<file path="config.mk">
export PLATFORM = sky130hd
export DESIGN_NAME = branch_resolve_unit_flat
export DESIGN_NICKNAME = d
export VERILOG_FILES = /design/src/rtl/spu_branch_pkg.sv /design/src/rtl/branch_resolve_unit_if.sv /design/src/rtl/branch_cond_eval.sv /design/src/rtl/branch_resolve_unit.sv /design/src/flat_wrapper.sv
export SDC_FILE = /design/constraint.sdc
export NUM_CORES = 1
export LEC_CHECK = 0
export ABC_AREA = 1
export CAP_MARGIN = 20
export CELL_PAD_IN_SITES_DETAIL_PLACEMENT = 0
export CELL_PAD_IN_SITES_GLOBAL_PLACEMENT = 1
export CORE_AREA = 3 3 187 189
export CTS_BUF_LIST = sky130_fd_sc_hd__clkbuf_16
export CTS_CLUSTER_SIZE = 40
export DETAILED_ROUTE_END_ITERATION = 8
export DIE_AREA = 0 0 190 192
export GPL_ROUTABILITY_DRIVEN = 0
export PLACE_DENSITY = 0.67
export SYNTH_ARGS = -nofsm -noshare
export SYNTH_HDL_FRONTEND = slang
export SYNTH_HIERARCHICAL = 1
export SYNTH_SLANG_ARGS = --single-unit
export TNS_END_PERCENT = 20
</file>
<file path="constraint.sdc">
create_clock -name clk -period 3 [get_ports clk]
set_input_delay 0.3 -clock clk [delete_from_list [all_inputs] [get_ports clk]]
set_output_delay 0.3 -clock clk [all_outputs]
set_load 0.005 [all_outputs]
</file>
<file path="src/rtl/spu_branch_pkg.sv">
// Shared types and widths for the SPU ID-stage branch resolver.
package spu_branch_pkg;

  localparam int unsigned DATA_W       = 128;
  localparam int unsigned IDX_W        = 7;
  localparam int unsigned LS_ADDR_W    = 18;
  localparam int unsigned IMM_W        = 16;
  localparam int unsigned LONG_EXTRA   = 1;

  localparam int unsigned WORD_SLOT_HI = 127;
  localparam int unsigned WORD_SLOT_LO = 96;
  localparam int unsigned HALF_SLOT_HI = 111;
  localparam int unsigned HALF_SLOT_LO = 96;
  localparam int unsigned SLOT_W       = WORD_SLOT_HI - WORD_SLOT_LO + 1;

  typedef enum logic [2:0] {
    NONE  = 3'd0,
    BR    = 3'd1,
    BRA   = 3'd2,
    BRZ   = 3'd3,
    BRNZ  = 3'd4,
    BRHZ  = 3'd5,
    BRHNZ = 3'd6,
    BI    = 3'd7
  } branch_op_t;

  // BI reads its target from A; the conditional branches test B.
  function automatic logic op_uses_a(input branch_op_t op);
    return op == BI;
  endfunction

  function automatic logic op_uses_b(input branch_op_t op);
    return (op == BRZ) || (op == BRNZ) || (op == BRHZ) || (op == BRHNZ);
  endfunction

endpackage

</file>
<file path="src/rtl/branch_resolve_unit_if.sv">
// ID-stage branch resolver bus: IF/ID fields, pipeline hazard/forward info, redirect outputs.
interface branch_resolve_unit_if import spu_branch_pkg::*; ();

  logic                 id_valid;
  branch_op_t           id_op;
  logic [LS_ADDR_W-1:0] id_pc;
  logic [IMM_W-1:0]     id_imm;
  logic [IDX_W-1:0]     id_ra_idx;
  logic [IDX_W-1:0]     id_rt_idx;
  logic [DATA_W-1:0]    rf_ra_data;
  logic [DATA_W-1:0]    rf_rt_data;
  logic [IDX_W-1:0]     id_ex_rd_idx;
  logic                 id_ex_wr_en;
  logic                 id_ex_is_long;
  logic [IDX_W-1:0]     ex_mem_rd_idx;
  logic                 ex_mem_wr_en;
  logic [DATA_W-1:0]    ex_mem_result;
  logic                 fwd_sel_a;
  logic                 fwd_sel_b;
  logic                 stall_if_id;
  logic                 redirect_valid;
  logic [LS_ADDR_W-1:0] redirect_pc;
  logic                 flush_if_id;

  modport master (
    output id_valid, id_op, id_pc, id_imm, id_ra_idx, id_rt_idx,
           rf_ra_data, rf_rt_data, id_ex_rd_idx, id_ex_wr_en, id_ex_is_long,
           ex_mem_rd_idx, ex_mem_wr_en, ex_mem_result,
    input  fwd_sel_a, fwd_sel_b, stall_if_id, redirect_valid, redirect_pc, flush_if_id
  );

  modport slave (
    input  id_valid, id_op, id_pc, id_imm, id_ra_idx, id_rt_idx,
           rf_ra_data, rf_rt_data, id_ex_rd_idx, id_ex_wr_en, id_ex_is_long,
           ex_mem_rd_idx, ex_mem_wr_en, ex_mem_result,
    output fwd_sel_a, fwd_sel_b, stall_if_id, redirect_valid, redirect_pc, flush_if_id
  );

endinterface

</file>
<file path="src/rtl/branch_cond_eval.sv">
// Combinational SPU branch condition and target evaluation on the preferred-slot words.
module branch_cond_eval import spu_branch_pkg::*; (
  input  branch_op_t           op,
  input  logic [SLOT_W-1:0]    a_word,
  input  logic [SLOT_W-1:0]    b_word,
  input  logic [LS_ADDR_W-1:0] pc,
  input  logic [IMM_W-1:0]     imm,
  output logic                 taken,
  output logic [LS_ADDR_W-1:0] target
);

  logic [HALF_SLOT_HI-HALF_SLOT_LO:0] b_half;
  logic [LS_ADDR_W-1:0]               offset;
  logic [LS_ADDR_W-1:0]               bi_target;

  assign b_half = b_word[HALF_SLOT_HI-WORD_SLOT_LO:HALF_SLOT_LO-WORD_SLOT_LO];

  // Word offset becomes a byte offset; everything wraps in the local store.
  assign offset    = {{(LS_ADDR_W-IMM_W){imm[IMM_W-1]}}, imm} << 2;
  assign bi_target = LS_ADDR_W'(a_word & ~SLOT_W'(3));

  always_comb begin
    taken  = 1'b0;
    target = pc + offset;
    case (op)
      BR:      taken = 1'b1;
      BRA: begin
        taken  = 1'b1;
        target = offset;
      end
      BRZ:     taken = (b_word == '0);
      BRNZ:    taken = (b_word != '0);
      BRHZ:    taken = (b_half == '0);
      BRHNZ:   taken = (b_half != '0);
      BI: begin
        taken  = 1'b1;
        target = bi_target;
      end
      default: taken = 1'b0;
    endcase
  end

endmodule

</file>
<file path="src/rtl/branch_resolve_unit.sv">
// ID-stage branch resolver: operand forwarding, ID/EX hazard stall, registered PC redirect.
module branch_resolve_unit import spu_branch_pkg::*; (
  input logic                  clk,
  input logic                  reset,
  branch_resolve_unit_if.slave bus
);

  localparam int unsigned CNT_W = $clog2(LONG_EXTRA + 2);

  localparam logic [1:0] IDLE  = 2'd0;
  localparam logic [1:0] STALL = 2'd1;
  localparam logic [1:0] REDIR = 2'd2;

  logic [1:0]           state_q, state_d;
  logic [CNT_W-1:0]     cnt_q, cnt_d;
  logic                 redir_q, redir_d;
  logic                 flush_q;
  logic [LS_ADDR_W-1:0] pc_q, pc_d;

  logic                 use_a, use_b;
  logic                 haz_a, haz_b, hazard;
  logic                 fwd_a, fwd_b;
  logic                 stall;
  logic [SLOT_W-1:0]    a_word, b_word;
  logic                 taken;
  logic [LS_ADDR_W-1:0] target;

  assign use_a = bus.id_valid && op_uses_a(bus.id_op);
  assign use_b = bus.id_valid && op_uses_b(bus.id_op);

  // A producer still in ID/EX is younger than EX/MEM, so it wins over forwarding.
  assign haz_a  = use_a && bus.id_ex_wr_en && (bus.id_ex_rd_idx == bus.id_ra_idx);
  assign haz_b  = use_b && bus.id_ex_wr_en && (bus.id_ex_rd_idx == bus.id_rt_idx);
  assign hazard = haz_a || haz_b;

  assign fwd_a = use_a && !haz_a && bus.ex_mem_wr_en && (bus.ex_mem_rd_idx == bus.id_ra_idx);
  assign fwd_b = use_b && !haz_b && bus.ex_mem_wr_en && (bus.ex_mem_rd_idx == bus.id_rt_idx);

  assign a_word = fwd_a ? bus.ex_mem_result[WORD_SLOT_HI:WORD_SLOT_LO]
                        : bus.rf_ra_data[WORD_SLOT_HI:WORD_SLOT_LO];
  assign b_word = fwd_b ? bus.ex_mem_result[WORD_SLOT_HI:WORD_SLOT_LO]
                        : bus.rf_rt_data[WORD_SLOT_HI:WORD_SLOT_LO];

  branch_cond_eval u_cond (
    .op     (bus.id_op),
    .a_word (a_word),
    .b_word (b_word),
    .pc     (bus.id_pc),
    .imm    (bus.id_imm),
    .taken  (taken),
    .target (target)
  );

  always_ff @(posedge clk) begin
    if (reset) begin
      state_q <= IDLE;
      cnt_q   <= '0;
      redir_q <= 1'b0;
      flush_q <= 1'b0;
      pc_q    <= '0;
    end else begin
      state_q <= state_d;
      cnt_q   <= cnt_d;
      redir_q <= redir_d;
      flush_q <= redir_d;
      pc_q    <= pc_d;
    end
  end

  // Next state; REDIR deliberately ignores the wrong-path ID instruction.
  always_comb begin
    state_d = state_q;
    cnt_d   = cnt_q;
    redir_d = 1'b0;
    pc_d    = pc_q;
    stall   = 1'b0;
    case (state_q)
      IDLE: begin
        if (hazard) begin
          stall   = 1'b1;
          cnt_d   = bus.id_ex_is_long ? CNT_W'(LONG_EXTRA) : '0;
          state_d = STALL;
        end else if (bus.id_valid && taken) begin
          redir_d = 1'b1;
          pc_d    = target;
          state_d = REDIR;
        end
      end
      STALL: begin
        if (cnt_q != '0) begin
          stall = 1'b1;
          cnt_d = cnt_q - CNT_W'(1);
        end else begin
          state_d = IDLE;
        end
      end
      REDIR:   state_d = IDLE;
      default: state_d = IDLE;
    endcase
  end

  assign bus.fwd_sel_a      = fwd_a;
  assign bus.fwd_sel_b      = fwd_b;
  assign bus.stall_if_id    = stall;
  assign bus.redirect_valid = redir_q;
  assign bus.flush_if_id    = flush_q;
  assign bus.redirect_pc    = pc_q;

endmodule

</file>
<file path="src/flat_wrapper.sv">
// flat-port wrapper written by rule: the top's interface ports become plain ports
module branch_resolve_unit_flat import spu_branch_pkg::*;
  (clk, reset, bus_id_valid, bus_id_op, bus_id_pc, bus_id_imm, bus_id_ra_idx, bus_id_rt_idx, bus_rf_ra_data, bus_rf_rt_data, bus_id_ex_rd_idx, bus_id_ex_wr_en, bus_id_ex_is_long, bus_ex_mem_rd_idx, bus_ex_mem_wr_en, bus_ex_mem_result, bus_fwd_sel_a, bus_fwd_sel_b, bus_stall_if_id, bus_redirect_valid, bus_redirect_pc, bus_flush_if_id);
  branch_resolve_unit_if bus_i ();
  input logic clk;
  input logic reset;
  input wire logic [$bits(bus_i.id_valid)-1:0] bus_id_valid;
  input wire logic [$bits(bus_i.id_op)-1:0] bus_id_op;
  input wire logic [$bits(bus_i.id_pc)-1:0] bus_id_pc;
  input wire logic [$bits(bus_i.id_imm)-1:0] bus_id_imm;
  input wire logic [$bits(bus_i.id_ra_idx)-1:0] bus_id_ra_idx;
  input wire logic [$bits(bus_i.id_rt_idx)-1:0] bus_id_rt_idx;
  input wire logic [$bits(bus_i.rf_ra_data)-1:0] bus_rf_ra_data;
  input wire logic [$bits(bus_i.rf_rt_data)-1:0] bus_rf_rt_data;
  input wire logic [$bits(bus_i.id_ex_rd_idx)-1:0] bus_id_ex_rd_idx;
  input wire logic [$bits(bus_i.id_ex_wr_en)-1:0] bus_id_ex_wr_en;
  input wire logic [$bits(bus_i.id_ex_is_long)-1:0] bus_id_ex_is_long;
  input wire logic [$bits(bus_i.ex_mem_rd_idx)-1:0] bus_ex_mem_rd_idx;
  input wire logic [$bits(bus_i.ex_mem_wr_en)-1:0] bus_ex_mem_wr_en;
  input wire logic [$bits(bus_i.ex_mem_result)-1:0] bus_ex_mem_result;
  output wire logic [$bits(bus_i.fwd_sel_a)-1:0] bus_fwd_sel_a;
  output wire logic [$bits(bus_i.fwd_sel_b)-1:0] bus_fwd_sel_b;
  output wire logic [$bits(bus_i.stall_if_id)-1:0] bus_stall_if_id;
  output wire logic [$bits(bus_i.redirect_valid)-1:0] bus_redirect_valid;
  output wire logic [$bits(bus_i.redirect_pc)-1:0] bus_redirect_pc;
  output wire logic [$bits(bus_i.flush_if_id)-1:0] bus_flush_if_id;
  assign bus_i.id_valid = bus_id_valid;
  assign bus_i.id_op = bus_id_op;
  assign bus_i.id_pc = bus_id_pc;
  assign bus_i.id_imm = bus_id_imm;
  assign bus_i.id_ra_idx = bus_id_ra_idx;
  assign bus_i.id_rt_idx = bus_id_rt_idx;
  assign bus_i.rf_ra_data = bus_rf_ra_data;
  assign bus_i.rf_rt_data = bus_rf_rt_data;
  assign bus_i.id_ex_rd_idx = bus_id_ex_rd_idx;
  assign bus_i.id_ex_wr_en = bus_id_ex_wr_en;
  assign bus_i.id_ex_is_long = bus_id_ex_is_long;
  assign bus_i.ex_mem_rd_idx = bus_ex_mem_rd_idx;
  assign bus_i.ex_mem_wr_en = bus_ex_mem_wr_en;
  assign bus_i.ex_mem_result = bus_ex_mem_result;
  assign bus_fwd_sel_a = bus_i.fwd_sel_a;
  assign bus_fwd_sel_b = bus_i.fwd_sel_b;
  assign bus_stall_if_id = bus_i.stall_if_id;
  assign bus_redirect_valid = bus_i.redirect_valid;
  assign bus_redirect_pc = bus_i.redirect_pc;
  assign bus_flush_if_id = bus_i.flush_if_id;
  branch_resolve_unit u_core (.clk(clk), .reset(reset), .bus(bus_i));
endmodule
</file>
==> results.cfg <==
[placement]
dpl_cell_area_um2 = 6080
place_ws_ps = -403
detailed_place_hpwl_mm = 16.4
portBuffers = 173

[hold_path]
min_path_cells = 2
min_to = u_core/bus.redirect_pc[3]
min_from = u_core/bus.redirect_pc[3]
min_path_type = flip-flop to flip-flop

[job]
drv_cap = 0

[route]
num_vias = 4860
avgViaCountPerCell = 3.69
drt_wl_total_mm = 19.5
drt_first_pass_iters = 4
initialDrtViolationCount = 244
ant_nets = 0
wl_per_cell_um = 14.8
drc_errors = 0

[synthesis]
ys_warn_count = 6
synth_cells = 666
synthesis.area_um2 = 3700
synth_nets = 1138
avgSynthCellArea_um2 = 5.56

[global_routing]
grt_pass1_vias = 4797
grt_usage_pct = 10.3
antenna_found_initial = 5
grt_max_degree = 26
gr-total-overflow = 0
grt_first_pass_wirelength_mm = 28.4

[worst_setup_path]
start_kind = primary input
cp_max_fo = 7
startpoint = bus_id_ex_rd_idx[5]
arrival_ps = 2920
cp-end-kind = flip-flop
r2r_end = u_core/bus.redirect_pc[9]
r2r_cells = 7
worstPathRequired_ps = 3100
worstSetupPathType = primary input to flip-flop
r2r_start = u_core/state_q[1]
r2r_slack_ps = 1470

[final_layout]
nets = 1341
final_common_cell = nand2_1
post_route_cells_drive_above_1_share_pct = 20.0
syn2layout_area_growth_pct = 77.6
most-common-layout-cells = nand2_1 (185), clkdlybuf4s50_1 (147), inv_1 (99)
final_cell_area_um2 = 6580

[power]
combPwrFrac_pct = 56.8
pwr-share-seq_pct = 23.4
p_sw_share_pct = 36.4
p_per_area_nw_per_um2 = 221
p_leak_nw = 3.06
max-vdd-ir-drop_uv = 149
clkPwrFrac_pct = 19.7
p_int_w = 0.000922
p_sw_w = 0.000529

[clock_network]
numCtsBuffers = 3
clock_latency_ps = 250
cts_buffer_depth = 2
cts_tree = yes
clock_sinks = 23
cts.clk_slew.worst_paths_ps = 60
htreeDepth = 1
root_buffer = clkbuf_16

[timing]
slew_headroom_pct = 44.6
finalWorstSetupSlack_ps = 183
hold_viol = 0
finalSetupViolCount = 0
fmax_mhz = 355
tightest_slew_ps = 829
finalCritPeriodShare_pct = 93.9
skew_ps = 1.45
finalSetupTns_ps = 0
final_max_slew_viol_count = 0
holdWs_ps = 458
finalCriticalPeriod_ps = 2820
rsz0062_at_grt = yes

[floorplanning]
die_w_um = 190
die_y_um = 192
fp-row-count = 67
start_util_pct = 11.1
die_area_um2 = 36500
design.core.area_um2 = 33400
pin_count = 478

[status]
outcome = finished clean
through the flow:
step / total power, W / utilization (%) / instances
global route: 0.00155 / 19.7 / 1316
global placement: 0.00112 / 18.2 / 1298
CTS: 0.00143 / 19.3 / 1313
floorplan: 0.000692 / - / 666
finish: 0.00145 / 19.7 / 1318
detailed placement: 0.00112 / 18.2 / 1298
metal layers:
| metal | global-route usage [%] | part of all wire [%] | wire length [um] |
|---|---|---|---|
| met5 | 0 | 0.30 | 58 |
| met3 | 1.75 | 6.4 | 1250 |
| met1 | 14.8 | 48 | 9430 |
| met4 | 1.73 | 1.7 | 329 |
| met2 | 16.2 | 43 | 8420 |
power groups by stage:
stage               sequential (W)  clock, W  combinational, W
detailed placement        0.000346         0          0.000775
floorplan                 0.000345         0          0.000347
global placement          0.000346         0          0.000776
global route              0.000343  0.000302          0.000910
finish                    0.000340  0.000286          0.000825
CTS                       0.000339  0.000291          0.000802
state kept, by name (all words and copies together) (netlist names):
name and flops:
u_core/bus.flush_if_id 1, u_core/bus.redirect_pc 18, u_core/cnt_q 2, u_core/state_q 2
critical path, stage by stage:
cell and delay [ps]:
dlygate4sd2_1 260, inv_1 80, nand2_1 60, nand2_2 80
nand2_2 50, nor2_2 110, nand2_2 80, nand3_4 100
buf_12 150, buf_16 130, nand2_1 110, o21ai_2 80
nor2_1 60, nand2_1 60, nor2_1 40, nand2_1 110
nor2_4 50, or2_4 220, nand3_2 70, and3_4 200
nand3_4 100, buf_12 160, buf_16 130, nand2_1 50
a21oi_1 60
how the worst max path moves through the flow:
stage,slack [ps],to
2_1_floorplan,440,u_core/bus.redirect_pc[10]
3_3_place_gp,-370,u_core/bus.redirect_pc[4]
3_5_place_dp,-400,u_core/bus.redirect_pc[4]
4_1_cts,-3,u_core/bus.redirect_pc[10]
5_1_grt,-50,u_core/bus.redirect_pc[5]
6_report,180,u_core/bus.redirect_pc[9]
cell type report:
cell class / count / area, um^2
tap: 448 / 561
multi-input combinational: 508 / 2800
antenna: 2 / 5.00
fill: 3844 / 26900
clock inverter: 1 / 3.75
inverter: 108 / 405
timing repair buffer: 225 / 2270
clock buffer: 3 / 75.1
sequential: 23 / 460
repair_timing:
action,in CTS,in global routing
setup buffers,5,3
gates resized for setup,65,84
pin swaps,2,33
hold buffers,0,0
endpoints found under the setup margin,20,20
cloned,6,2
Power figures use the tool's default switching activity.
